==> config.mk <==
export PLATFORM = sky130hd
export DESIGN_NAME = ifetch_queue
export DESIGN_NICKNAME = d
export VERILOG_FILES = /design/src/rtl/ifetch_queue_pkg.sv /design/src/rtl/ifetch_queue_slot_ram.sv /design/src/rtl/ifetch_queue.sv
export SDC_FILE = /design/constraint.sdc
export NUM_CORES = 1
export LEC_CHECK = 0
export CORE_ASPECT_RATIO = 0.6
export CORE_UTILIZATION = 60
export DETAILED_ROUTE_END_ITERATION = 8
export PLACE_DENSITY_LB_ADDON = 0.05
export SYNTH_ARGS = -nofsm -noshare
export SYNTH_HDL_FRONTEND = slang
export SYNTH_HIERARCHICAL = 1
export SYNTH_SLANG_ARGS = --single-unit
==> constraint.sdc <==
create_clock -name i_clk -period 9.6 [get_ports i_clk]
set_input_delay 1.92 -clock i_clk [delete_from_list [all_inputs] [get_ports i_clk]]
set_output_delay 1.92 -clock i_clk [all_outputs]
set_load 0.02 [all_outputs]
==> src/rtl/ifetch_queue_pkg.sv <==
// Shared widths and slot layout for the instruction prefetch queue.
package ifetch_queue_pkg;

    localparam int unsigned       ADDR_W  = 64;
    localparam int unsigned       INSTR_W = 32;
    localparam logic [ADDR_W-1:0] PC_STEP = 64'd4;

    typedef struct packed {
        logic [ADDR_W-1:0]  pc;
        logic [INSTR_W-1:0] instr;
        logic               filled;
    } ifq_entry_t;

endpackage

==> src/rtl/ifetch_queue_slot_ram.sv <==
// Slot storage: reserve port writes the PC, fill port writes the instruction, one read port.
module ifetch_queue_slot_ram
    import ifetch_queue_pkg::*;
#(
    parameter int unsigned  DEPTH = 4,
    localparam int unsigned PW    = $clog2(DEPTH)
) (
    input  logic               i_clk,
    input  logic               i_clear,
    input  logic               i_rsv_en,
    input  logic [PW-1:0]      i_rsv_idx,
    input  logic [ADDR_W-1:0]  i_rsv_pc,
    input  logic               i_fill_en,
    input  logic [PW-1:0]      i_fill_idx,
    input  logic [INSTR_W-1:0] i_fill_instr,
    input  logic               i_pop_en,
    input  logic [PW-1:0]      i_pop_idx,
    input  logic [PW-1:0]      i_rd_idx,
    output ifq_entry_t         o_rd_entry
);

    ifq_entry_t r_slots [DEPTH];
    ifq_entry_t w_rsv_entry;

    always_comb begin
        w_rsv_entry        = '0;
        w_rsv_entry.pc     = i_rsv_pc;
        w_rsv_entry.filled = 1'b0;
    end

    // Reserve, fill and pop never target the same slot in one cycle.
    always_ff @(posedge i_clk) begin
        if (i_clear) begin
            for (int unsigned i = 0; i < DEPTH; i++) begin
                r_slots[i] <= '0;
            end
        end else begin
            if (i_rsv_en) begin
                r_slots[i_rsv_idx] <= w_rsv_entry;
            end
            if (i_fill_en) begin
                r_slots[i_fill_idx].instr  <= i_fill_instr;
                r_slots[i_fill_idx].filled <= 1'b1;
            end
            if (i_pop_en) begin
                r_slots[i_pop_idx].filled <= 1'b0;
            end
        end
    end

    assign o_rd_entry = r_slots[i_rd_idx];

endmodule

==> src/rtl/ifetch_queue.sv <==
// Instruction prefetch queue: in-order imem requests, slot reservation, redirect flush with
// drop accounting for responses still in flight.
module ifetch_queue
    import ifetch_queue_pkg::*;
#(
    parameter int unsigned       DEPTH    = 4,
    parameter logic [ADDR_W-1:0] RESET_PC = 64'h0,
    localparam int unsigned      PW       = $clog2(DEPTH),
    localparam int unsigned      CW       = $clog2(DEPTH + 1)
) (
    input  logic               i_clk,
    input  logic               i_reset,
    input  logic               i_redirect_valid,
    input  logic [ADDR_W-1:0]  i_redirect_pc,
    output logic               o_imem_req,
    output logic [ADDR_W-1:0]  o_imem_addr,
    input  logic               i_imem_gnt,
    input  logic               i_imem_rsp_valid,
    input  logic [INSTR_W-1:0] i_imem_rsp_data,
    output logic               o_out_valid,
    output logic [ADDR_W-1:0]  o_out_pc,
    output logic [INSTR_W-1:0] o_out_instr,
    input  logic               i_out_ready,
    output logic [CW-1:0]      o_count
);

    localparam logic [CW-1:0] FULL = CW'(DEPTH);

    logic [ADDR_W-1:0]  r_fetch_pc;
    logic [PW-1:0]      r_wr_ptr, r_fill_ptr, r_rd_ptr;
    logic [CW-1:0]      r_count, r_outst, r_drop;
    logic [ADDR_W-1:0]  r_hold_pc;
    logic [INSTR_W-1:0] r_hold_instr;

    ifq_entry_t w_head;
    logic       w_req, w_grant, w_pop, w_rsp_drop, w_rsp_fill, w_clear;

    always_comb begin
        w_req       = !i_reset && !i_redirect_valid && (r_count < FULL);
        w_grant     = w_req && i_imem_gnt;
        o_out_valid = w_head.filled && !i_redirect_valid && !i_reset;
        w_pop       = o_out_valid && i_out_ready;
        w_rsp_drop  = i_imem_rsp_valid && (r_drop != '0);
        w_rsp_fill  = i_imem_rsp_valid && (r_drop == '0) && !i_redirect_valid && !i_reset;
        w_clear     = i_reset || i_redirect_valid;
    end

    assign o_imem_req  = w_req;
    assign o_imem_addr = r_fetch_pc;
    assign o_count     = r_count;
    // Outputs come from registered slots only; hold the last head when nothing is filled.
    assign o_out_pc    = w_head.filled ? w_head.pc : r_hold_pc;
    assign o_out_instr = w_head.filled ? w_head.instr : r_hold_instr;

    ifetch_queue_slot_ram #(
        .DEPTH (DEPTH)
    ) u_slot_ram (
        .i_clk        (i_clk),
        .i_clear      (w_clear),
        .i_rsv_en     (w_grant),
        .i_rsv_idx    (r_wr_ptr),
        .i_rsv_pc     (r_fetch_pc),
        .i_fill_en    (w_rsp_fill),
        .i_fill_idx   (r_fill_ptr),
        .i_fill_instr (i_imem_rsp_data),
        .i_pop_en     (w_pop),
        .i_pop_idx    (r_rd_ptr),
        .i_rd_idx     (r_rd_ptr),
        .o_rd_entry   (w_head)
    );

    always_ff @(posedge i_clk) begin
        if (i_reset) begin
            r_fetch_pc <= RESET_PC;
            r_wr_ptr   <= '0;
            r_fill_ptr <= '0;
            r_rd_ptr   <= '0;
            r_count    <= '0;
            r_outst    <= '0;
            r_drop     <= '0;
        end else if (i_redirect_valid) begin
            // Everything still owed by memory becomes a drop, less any response landing now.
            r_fetch_pc <= i_redirect_pc;
            r_wr_ptr   <= '0;
            r_fill_ptr <= '0;
            r_rd_ptr   <= '0;
            r_count    <= '0;
            r_outst    <= '0;
            r_drop     <= r_drop + r_outst - CW'(i_imem_rsp_valid);
        end else begin
            if (w_grant) begin
                r_wr_ptr   <= r_wr_ptr + 1'b1;
                r_fetch_pc <= r_fetch_pc + PC_STEP;
            end
            if (w_rsp_fill) begin
                r_fill_ptr <= r_fill_ptr + 1'b1;
            end
            if (w_pop) begin
                r_rd_ptr <= r_rd_ptr + 1'b1;
            end
            if (w_rsp_drop) begin
                r_drop <= r_drop - 1'b1;
            end
            r_count <= r_count + CW'(w_grant) - CW'(w_pop);
            r_outst <= r_outst + CW'(w_grant) - CW'(w_rsp_fill);
        end
    end

    always_ff @(posedge i_clk) begin
        if (i_reset) begin
            r_hold_pc    <= '0;
            r_hold_instr <= '0;
        end else if (w_head.filled) begin
            r_hold_pc    <= w_head.pc;
            r_hold_instr <= w_head.instr;
        end
    end

    a_rsp_expected: assert property (@(posedge i_clk) disable iff (i_reset)
        i_imem_rsp_valid |-> (r_drop != '0 || r_outst != '0));
    a_drop_bound: assert property (@(posedge i_clk) disable iff (i_reset) r_drop <= FULL);
    a_fill_behind_wr: assert property (@(posedge i_clk) disable iff (i_reset) r_outst <= r_count);

endmodule

* Word level (Yosys, flattened, before mapping)
Memories as Yosys holds them, arrays and structs flattened. A register that Yosys moved wholly into a read port is not among the register bits.
Index checks and enable logic that the tools add are counted.
** Operators by class
- Add/subtract/negate cells :: 11
- Multiply operators :: 0
- Divide/modulo/power cells :: 0
- Order comparisons :: 1
- Equal/unequal tests :: 0
- Shifts and indexed selects :: 0
- Muxes and demuxes :: 28
- Bitwise operators :: 0
- Reduce and logical (&&, ||, !) cells :: 21
** Operator list (number)
- $mux 97 :: 3
- $reduce_or 97->1 :: 3
- $mux 64 :: 3
- $add 64x3->64 const B :: 1
- $mux 32 :: 1
- $mux 2 :: 7
- $mux 1 :: 12
- $logic_and 1x1->1 :: 10
- $sub 3x1->3 :: 3
- $add 2x1->2 const B :: 3
- $add 3x1->3 :: 2
- $mux 3 :: 2
- $reduce_bool 2->1 :: 2
- $add 3x3->3 :: 1
- $logic_not 3->1 :: 1
- $lt 3x3->1 const B :: 1
- $reduce_bool 3->1 :: 1
- $sub 3x1->3 const B :: 1
- $logic_not 1->1 :: 2
- $reduce_or 2->1 :: 1
- $logic_or 1x1->1 :: 1
** Storage, ports and cells
- Register bits :: 175
- Latch bits :: 0
- Bits in writable memories :: 388
- Bits in read-only memories :: 0
- Memories kept :: 1
** Memories
- u_slot_ram.r_slots :: depth 4, bits a word 97, rd ports 1, clocked after memory_dff 1, write ports 4, line ifetch_queue_slot_ram.sv:22 : ifq_entry_t r_slots [DEPTH];

* Logic depth before layout (Yosys ltp)
- Depth after elaboration :: 9
- Gate-level depth with buffers :: 14

* Hierarchy
The synthesis kept the hierarchy.
** By module, submodules not included
- ifetch_queue_slot_ram :: times used 1, cells each 962, area an instance 16868.7 um2, seq. area each 11611.1 um2
- ifetch_queue :: times used 1, cells each 927, area an instance 8645.8 um2, seq. area each 3503.4 um2

* Worst setup path before layout
Ideal clock, no wire load.
- Kind :: input to output
- Start :: input i_redirect_valid
- End :: output o_imem_req
- Data arrival time :: 2.889 ns
- Path slack :: 4.791 ns
- Stages on the path :: 5
- Path buffers :: 2
- Cells stage by stage :: clkbuf_1 nor2_1 clkbuf_1 inv_2 nor2_1
** Between the ends
- Word-level cells in the longest chain between the ends :: 3
** Ends and longest elaborated chain
- start: declaration :: line ifetch_queue.sv:13 : input logic i_redirect_valid,
- $logic_not 1->1 :: line ifetch_queue.sv:39 : w_req = !i_reset && !i_redirect_valid && (r_count < FULL);
- $logic_and 1x1->1 (2 in a row) :: line ifetch_queue.sv:39
- end: declaration :: line ifetch_queue.sv:15 : output logic o_imem_req,
No other way between the ends.

* Final worst setup path
- Start :: input i_reset
- End :: output o_imem_req
** Between the ends
- Word-level cells in the longest chain between the ends :: 3
** Ends and longest elaborated chain
- start: declaration :: line ifetch_queue.sv:12 : input logic i_reset,
- $logic_not 1->1 :: line ifetch_queue.sv:39
- $logic_and 1x1->1 (2 in a row) :: line ifetch_queue.sv:39
No other way between the ends.

==> results.ini <==
[cts]
root_buffer = clkbuf_16
cts_tree = built
clock_path_buffers = 3
post_cts_buffers = 0
cts_sinks = 563
post_cts_resized = 0
cts_hold_buf = 0
clkTransAtPathRegs_ns = 0.06
cts_buffers = 51
clock_latency_ns = 0.58
cts.htree.levels = 2

[placed_design]
globalplace.congestion = 0.941
dp_hpwl_um = 40500
io_buffer_count = 266
pre_cts_slack_ns = 3.24

[critical_path]
cp.arrival_ns = 4.46
cp_data_required_time_ns = 7.68
end_kind = primary output
path_class = in -> out
cp-start-kind = input port
cp_max_fo = 35

[drt]
drc = 0
via_count = 16400
wl_per_cell_um = 23.4
wl_um = 63800
firstDrtPassIters = 5
viasPerCell = 5.99
antenna_left = 0
drt_iter0_drc = 1729

[synthesis]
synth_edf_count = 384
synth-async-reset-ratio_pct = 0
mappedNetlistNets = 2004
ys_ff_latch = 563
synth_cells = 1889
synth.distinct_cells = 74
seq_area_frac_synth_pct = 59.2
postSynthAreaPerCell_um2 = 13.5
ys.warnings.count = 6
syn_area_mm2 = 0.0255
synthFlopType = edfxtp_1

[power_and_ir_drop]
total_power_mw = 5.26
p_int_mw = 4.08
p_per_area_mw_per_mm2 = 174
p_leak_nw = 11.2
p_seq_share_pct = 52.6
power.clock.fraction_pct = 40.7
vdd_ir_drop_max_mv = 0.162
pwr-share-comb_pct = 6.7
swShare_pct = 22.4
p_switching_mw = 1.18

[grt]
gr-total-overflow = 0
antenna_found_initial = 4
grt_pass1_wl_um = 96500
grt_usage_pct = 29.7
grt_pass1_vias = 16100
grt_max_degree = 81

[layout]
layout_commonest_cell = and2_1
synthToLayoutAreaGrowth_pct = 18.5
drive_gt1_share_pct = 15.6
seq_area_mm2 = 0.0151
num-fill-cells = 2818
nets = 2232
mostFrequentLayoutCells = 486 x and2_1, 384 x edfxtp_1, 264 x clkdlybuf4s50_1
postLayoutCoreUtil_pct = 72.2
multi_input_area_mm2 = 0.00973

[timing]
tightest_slew_ns = 1.14
skew_ns = 0.0130
finalMaxSlewViolations = 0
hold_viol = 0
fin_crit_sh_pct = 66.4
period_minus_slack_ns = 6.38
fmax_mhz = 157
setup_viol = 0
setup_tns_ns = 0
slew-limit-headroom_pct = 24.2
rsz0062_at_grt = no
finalWorstSetupSlack_ns = 3.22

[floorplan]
die_x_um = 268
start_util_pct = 60.9
num_rows = 58
dieHeight_um = 162
core_area_mm2 = 0.0419
pin_count = 267
die_area_mm2 = 0.0434

[run]
max_cap_violations = 0

[outcome]
status = finished, final reports clean

[hold_path]
hp-class = reg -> reg

-- critical path, stage by stage --
cell             delay (ns)
buf_2                  0.27
buf_4                  0.34
nor2_1                 0.62
inv_2                  0.45
nor2_1                 0.18
clkdlybuf4s50_1        0.65
-- logic make-up (layout without fill, tap and decap cells) --
family	count (synthesis)	in the layout	synth area share [%]
AOI/OAI and AO/OA	102	102	2.78
xor gates and xnor gates	44	44	1.51
adders and majority gates	13	13	0.726
buffers and inverters	136	406	2.72
DFF	563	563	59.2
muxes	206	206	13.3
other	0	3	0
and+or+nand+nor	825	825	19.7
-- path summary, 6_finish.rpt --
path,start,end,cells after the start,slack (ns)
setup reg to reg,o_count[2]$_SDFF_PP0_,u_slot_ram/r_slots[0][62]$_SDFFCE_PN0P_,5,5.74
setup / recovery,i_reset,o_imem_req,6,3.22
hold / removal,r_drop[2]$_SDFFE_PP0P_,r_drop[2]$_SDFFE_PP0P_,2,0.52
hold reg to reg,r_drop[2]$_SDFFE_PP0P_,r_drop[2]$_SDFFE_PP0P_,2,0.52
-- metrics by stage --
stage,std cells,area [µm²],hold slack (ns)
after floorplan,1889,25500,0.480
after global placement,2634,28500,0.514
after detailed placement,2634,28500,0.512
after CTS,2729,30200,0.528
after global routing,2732,30200,0.589
final,2732,30200,0.524
-- flip-flops by register name, indices dropped and copies added (netlist names) --
signal / count
r_fill_ptr: 2
o_imem_addr: 64
r_hold_pc: 64
r_outst: 3
r_hold_instr: 32
o_count: 3
u_slot_ram/r_slots: 388
r_rd_ptr: 2
r_drop: 3
r_wr_ptr: 2
-- power by group through the flow --
stage	combinational, mW	clock, mW	sequential (mW)
floorplan	0.175	0	2.80
global placement	0.350	0	2.81
finish	0.355	2.14	2.77
global route	0.380	2.27	2.77
CTS	0.357	2.17	2.76
detailed placement	0.356	0	2.82
-- layer usage --
metal | track usage, % | part of all wire [%] | vias to the layer above
li1 | - | - | 7370
met1 | 43.8 | 43 | 8192
met2 | 45.7 | 46 | 683
met3 | 4.96 | 8.0 | 118
met4 | 8.36 | 2.8 | 2
met5 | 0 | 0.027 | -
-- layout make-up --
class / count / share of cell area, %
diodes: 3 / 0.0248
clock buffers: 70 / 4.86
clock inverters: 25 / 0.989
inverters: 22 / 0.277
multi-input cells: 1190 / 32.2
flip-flops and latches: 563 / 50.0
well taps: 570 / 2.36
repair buffers: 289 / 9.34
-- cells in the mapped netlist (23+ instances only) --
master    count  area (µm²)
a21oi_1      23         115
and2_1      486        3040
clkbuf_1     60         225
dfxtp_1     179        3580
edfxtp_1    384       11500
mux2_2       97        1090
mux4_2       97        2180
nand2_1      59         221
nand3_1      34         170
nand4_1      40         250
nor2_1       70         263
nor3_1       26         130
xnor2_1      26         228
Note: power is estimated with default switching activity, not from simulation.
==> RTL change 1: new RTL, same settings <==
Make the reset (`i_reset`) asynchronous in 2 clocked blocks.
--- a/src/rtl/ifetch_queue.sv
+++ b/src/rtl/ifetch_queue.sv
@@ -69,7 +69,7 @@
         .o_rd_entry   (w_head)
     );
 
-    always_ff @(posedge i_clk) begin
+    always_ff @(posedge i_clk or posedge i_reset) begin
         if (i_reset) begin
             r_fetch_pc <= RESET_PC;
             r_wr_ptr   <= '0;
@@ -106,7 +106,7 @@
         end
     end
 
-    always_ff @(posedge i_clk) begin
+    always_ff @(posedge i_clk or posedge i_reset) begin
         if (i_reset) begin
             r_hold_pc    <= '0;
             r_hold_instr <= '0;
Formal check against the unedited RTL: not equivalent (Yosys sat finds a counterexample within 4 cycles, from zero or initial values and one cycle with i_reset high; the reset may be asserted at any time).
==> RTL change 1 against the unedited design <==
Count of clock-buffer cells in the layout rose by 4. Synthesized area fell by 0.78%. Final cell count fell by 5.3%. Cell area fell by 0.14%. Wire length rose by 2.5%. Maximum frequency fell by 0.82%. Largest cell class unchanged. Via count fell by 1.6%. Sequential cell count did not move. Setup slack got worse by 53 ps. Hold slack got worse by 29 ps.
Power is not compared: it rests on default switching activity, and its combinational part moved more than twofold at a synthesized area within 25%.
==> RTL change 1: results (changes against the unedited design) <==
| Parameter | This run | Unit | Change |
|:---|:---|:---|:---|
| Result of the run | finished clean | - |  |
| FF-to-FF path depth | 9 | - | +4 |
| Half-perimeter wire length after placement | 40,100 | um | -1.2% |
| Launch point of the worst reg-to-reg path | r_rd_ptr[1] | - |  |
| Clock slew at the register clock pins of the worst setup and hold paths | 60 | ps | about the same |
| WP data arrival | 4510 | ps | +50 ps |
| Cells on Worst Hold Path | 1 | - | -1 |
| Arithmetic-cell share of the synthesized area counting full adders, half adders and majority gates | 0.732 | % | +0.0057 points |
| Post-synthesis share of cell area spent on xor and xnor gates | 0.484 | % | -1.0 points |
| Violation count after the first detailed-route iteration | 2,044 | - | +18% |
| Post-layout net count | 2,100 | - | -5.9% |
| Worst hold start | r_hold_pc[42] | - |  |
| Worst hold path endpoint | r_hold_pc[42] | - |  |
| Number of antenna violations at the first check in global routing | 2 | - | -2 |
| Top fanout value on the critical path | 60 | - | +71% |
| Hold_ws | 496 | ps | -28.7 ps |
| Final cell utilization of the core | 73.7 | % | +1.4 points |
| Number of filler cells placed in the layout | 2,656 | - | -5.7% |
| Sequential fraction of the synthesis area | 63.2 | % | +3.9 points |
| Most numerous cell types in the synthesized netlist | sky130_fd_sc_hd__and2_1 (387), sky130_fd_sc_hd__edfxtp_1 (384), sky130_fd_sc_hd__dfrtp_1 (175) | - |  |
| Number of placed cells counting well taps | 2,492 | - | -5.4% |
| Share of synthesized registers carrying an async set or reset | 31.1 | % | +31 points |
| Global-route wire length before repair | 99,100 | um | +2.7% |
| Clock skew | 14.0 | ps | +1.02 ps |
| Non-filler cells, final | 2,588 | - | -5.3% |
| Biggest area contributors in the synthesized netlist | sky130_fd_sc_hd__edfxtp_1 (46%), sky130_fd_sc_hd__dfrtp_1 (17%), sky130_fd_sc_hd__and2_1 (9.6%) | - |  |
| Transition at the pin with the smallest max-transition slack | 1290 | ps | +156 ps |
| Share of layout cells above drive strength 1 | 16.9 | % | +1.3 points |
| Initial DRT Pass Iterations | 6 | - | +1 |
| Endpoint of the lowest-slack register-to-register path | o_count[2] | - |  |
| Largest net degree at the start of global routing | 124 | - | +53% |
| Post-synthesis mux area share | 13.1 | % | -0.17 points |
| Compound-gate portion of the synthesized area | 3.50 | % | +0.72 points |
| Mapped Nets | 1,859 | - | -7.2% |
| Class of the most critical hold timing path | register to register | - |  |
| Overall Global Routing Usage | 30.8 | % | +1.2 points |
| Number of distinct library cell variants in the gate-level netlist after synthesis | 70 | - | -5.4% |
| Vias after detailed routing | 16,100 | - | -1.6% |
| Mean area per synthesized cell | 14.5 | um2 | +7.5% |
| TritonCTS Buffers | 51 | - | unchanged |
| Average routed wire per standard cell | 25.3 | um | +8.2% |
| Most flops, register | u_slot_ram/r_slots | - |  |
| Buffers from clock root to sink, at most | 3 | - | unchanged |
| Total placed instance area | 28,500 | um2 | about the same |
| Routability congestion estimate from global placement | 0.898 | - | -4.5% |
| Register-to-register setup slack | 5730 | ps | about the same |
RTL change 1: through the flow:
stage / setup slack [ps] / power, uW
floorplan: 2930 / 3350
global placement: 3780 / 3740
detailed placement: 3700 / 3770
CTS: 3150 / 5880
global route: 3010 / 6030
finish: 3170 / 5860
RTL change 1: kinds of logic (layout without fill, tap and decap cells):
kind of cell	after synthesis	in the layout
and+or+nand+nor	706	706
DFF	563	563
muxes	199	199
buffers and inverters	128	411
AOI/OAI and AO/OA	121	121
xor gates and xnor gates	14	14
adders and majority gates	13	13
other	0	1
RTL change 1: power breakdown:
group / internal [uW] / switching (uW) / total (uW) / leakage (uW)
registers: 2780 / 138 / 2920 / 0.00660
clock network: 1240 / 900 / 2140 / 0.000867
logic: 380 / 419 / 799 / 0.00430
total: 4400 / 1460 / 5860 / 0.0118
RTL change 1: worst max path at each step:
stage                      startpoint      endpoint  slack (ps)  cells past startpoint
final                     r_rd_ptr[1]  o_out_pc[18]        3170                      4
after CTS                 r_rd_ptr[1]  o_out_pc[32]        3150                      4
after detailed placement      i_reset    o_imem_req        3700                      5
after global placement        i_reset    o_imem_req        3780                      5
after floorplan               i_reset    o_count[0]        2930                      1
after global routing      r_rd_ptr[1]  o_out_pc[60]        3010                      4
RTL change 1: metal layers:
layer / track usage [%] / part of all wire [%] / vias to the layer above
li1: - / - / 6960
met1: 45.9 / 42 / 8225
met2: 47.2 / 46 / 803
met3: 6.08 / 9.2 / 114
met4: 8.02 / 2.2 / 0
met5: 0 / 0 / -
RTL change 1: cell type report:
cell class              instances  area share [%]
diodes                          1         0.00829
clock buffers                  74            4.92
well taps                     560            2.32
multi-input cells            1053            29.2
flip-flops and latches        563            53.0
clock inverters                21           0.841
inverters                      25           0.336
repair buffers                291            9.43
RTL change 1: worst max-delay path, stage by stage, from the launching register on:
cell and delay [ps]:
sky130_fd_sc_hd__dfrtp_4 1090, sky130_fd_sc_hd__mux4_4 910, sky130_fd_sc_hd__buf_4 740, sky130_fd_sc_hd__mux2_2 430, sky130_fd_sc_hd__clkdlybuf4s50_1 550
==> RTL change 2: new RTL, config.mk and constraints unchanged <==
Made on the original files. `DEPTH` is set to 4 in 2 places; all go to 8.
--- a/src/rtl/ifetch_queue_slot_ram.sv
+++ b/src/rtl/ifetch_queue_slot_ram.sv
@@ -2,7 +2,7 @@
 module ifetch_queue_slot_ram
     import ifetch_queue_pkg::*;
 #(
-    parameter int unsigned  DEPTH = 4,
+    parameter int unsigned  DEPTH = 8,
     localparam int unsigned PW    = $clog2(DEPTH)
 ) (
     input  logic               i_clk,
--- a/src/rtl/ifetch_queue.sv
+++ b/src/rtl/ifetch_queue.sv
@@ -3,7 +3,7 @@
 module ifetch_queue
     import ifetch_queue_pkg::*;
 #(
-    parameter int unsigned       DEPTH    = 4,
+    parameter int unsigned       DEPTH    = 8,
     parameter logic [ADDR_W-1:0] RESET_PC = 64'h0,
     localparam int unsigned      PW       = $clog2(DEPTH),
     localparam int unsigned      CW       = $clog2(DEPTH + 1)
Ports: changed (resized o_count); port bits go from 267 to 268. No check against the original RTL was run, so the function may have changed too.
==> RTL change 2 against the unedited design <==
Sequential cell count rose by 394. Highest routed layer unchanged. Clock skew is 7.7 ps higher. Synthesized area rose by 71%. Setup slack lost 280 ps. Count of clock-buffer cells in the layout grew 63. Critical endpoint is now o_out_pc[56]. Total power rose by 66%. Clock power rose by 63%. Critical path depth unchanged. Wire length increased by 80%. Maximum frequency is 4.1% lower. Cell area rose by 65%. Non-clock buffer count rose by 39.
==> RTL change 2: results (changes against the unedited design) <==
| Parameter | This run | Unit | Change |
|:---|:---|:---|:---|
| Result of the run | finished clean | - |  |
| Transition at the pin with the smallest max-transition slack | 1190 | ps | +53.6 ps |
| Clock Latency Late Sink | 660 | ps | +80 ps |
| Arithmetic-cell share of the synthesized area counting full adders, half adders and majority gates | 0.712 | % | -0.014 points |
| Half-perimeter wire length after placement | 68,700 | um | +70% |
| Number of antenna violations at the first check in global routing | 2 | - | -2 |
| Share of layout cells above drive strength 1 | 18.8 | % | +3.2 points |
| Final WL | 115,000 | um | +80% |
| WP data arrival | 4730 | ps | +270 ps |
| Maximum vdd drop | 0.000146 | V | -9.8% |
| Number of distinct library cell variants in the gate-level netlist after synthesis | 67 | - | -9.5% |
| TritonCTS Buffers | 87 | - | +71% |
| Number of filler cells placed in the layout | 4,844 | - | +72% |
| Launch point of the worst reg-to-reg path | o_count[3] | - |  |
| Number of synthesized flops with an enable pin | 768 | - | +100% |
| Post-synth top area share | 52.9 | % | +7.7 points |
| Overall Global Routing Usage | 31.4 | % | +1.8 points |
| Setup slack after placement | 2770 | ps | -469 ps |
| Compound-gate portion of the synthesized area | 2.16 | % | -0.62 points |
| Number of vias per cell | 6.27 | - | +4.6% |
| Most numerous cell types in the synthesized netlist | sky130_fd_sc_hd__and2_1 (875), sky130_fd_sc_hd__edfxtp_1 (768), sky130_fd_sc_hd__mux4_2 (194) | - |  |
| Count of input and output buffers | 267 | - | +0.38% |
| Max reg flops | 776 | - | +100% |
| Gate count of the mapped netlist | 3,014 | - | +60% |
| # H-tree levels | 3 | - | +1 |
| Worst hold start | r_drop[3] | - |  |
| Post-synthesis share of cell area spent on xor and xnor gates | 0.864 | % | -0.65 points |
| Mapped Nets | 3,139 | - | +57% |
| Total placed instance area | 47,200 | um2 | +66% |
| Top fanout value on the critical path | 99 | - | +180% |
| Number of placed cells counting well taps | 4,124 | - | +57% |
| Global-route wire length before repair | 170,000 | um | +76% |
| Number of global-route vias before repair | 26,800 | - | +67% |
| Largest net degree at the start of global routing | 107 | - | +32% |
| Internal Pwr Total | 6800 | uW | +66% |
| Average routed wire per standard cell | 26.8 | um | +15% |
| Sequential fraction of the synthesis area | 61.6 | % | +2.3 points |
| Post-layout net count | 3,363 | - | +51% |
| Biggest area contributors in the synthesized netlist | sky130_fd_sc_hd__edfxtp_1 (53%), sky130_fd_sc_hd__and2_1 (13%), sky130_fd_sc_hd__mux4_2 (10%) | - |  |
| Clock skew | 20.7 | ps | +7.67 ps |
| Initial DRT Pass Iterations | 6 | - | +1 |
RTL change 2: layout make-up:
class | instances | share of cell area [%]
repair buffers | 328 | 6.26
clock buffers | 133 | 5.13
diodes | 1 | 0.00500
clock inverters | 30 | 0.540
multi-input cells | 1833 | 31.7
flip-flops and latches | 957 | 53.7
well taps | 975 | 2.44
inverters | 31 | 0.235
RTL change 2: worst max-delay path, cell delays in order, from the launching register on:
cell and delay (ps):
sky130_fd_sc_hd__dfxtp_4 640, sky130_fd_sc_hd__buf_4 790, sky130_fd_sc_hd__buf_12 610, sky130_fd_sc_hd__mux4_2 660, sky130_fd_sc_hd__mux2_2 310, sky130_fd_sc_hd__mux2_2 280, sky130_fd_sc_hd__clkdlybuf4s50_1 540
RTL change 2: per-layer routing:
layer  vias up  routed length (um)  track usage, %
met5         -                  11               0
met4         2                2380            7.71
met3       181               11800            7.38
met2      1490               50500            46.3
met1     13600               50000            47.5
li1      11600                   -               -
RTL change 2: power groups by stage:
| stage | Clock [uW] | Sequential, uW | Combinational, uW |
|---|---|---|---|
| final | 3480 | 4740 | 513 |
| after global routing | 3700 | 4760 | 544 |
| after CTS | 3530 | 4740 | 513 |
| after detailed placement | 0 | 4830 | 510 |
| after global placement | 0 | 4820 | 500 |
| after floorplan | 0 | 4810 | 252 |
RTL change 2: path summary, 6_finish.rpt:
path                                to  slack, ps  cells after the start
min                          r_drop[3]        530                      2
min reg2reg                  r_drop[3]        530                      2
max                       o_out_pc[56]       2950                      6
max reg2reg  u_slot_ram/r_slots[0][71]       5320                      8
RTL change 2: through the flow:
stage,hold slack (ps),utilization (%)
after floorplan,463,-
after global placement,502,65.7
after detailed placement,518,65.7
after CTS,527,69.7
after global routing,552,69.7
final,529,69.7
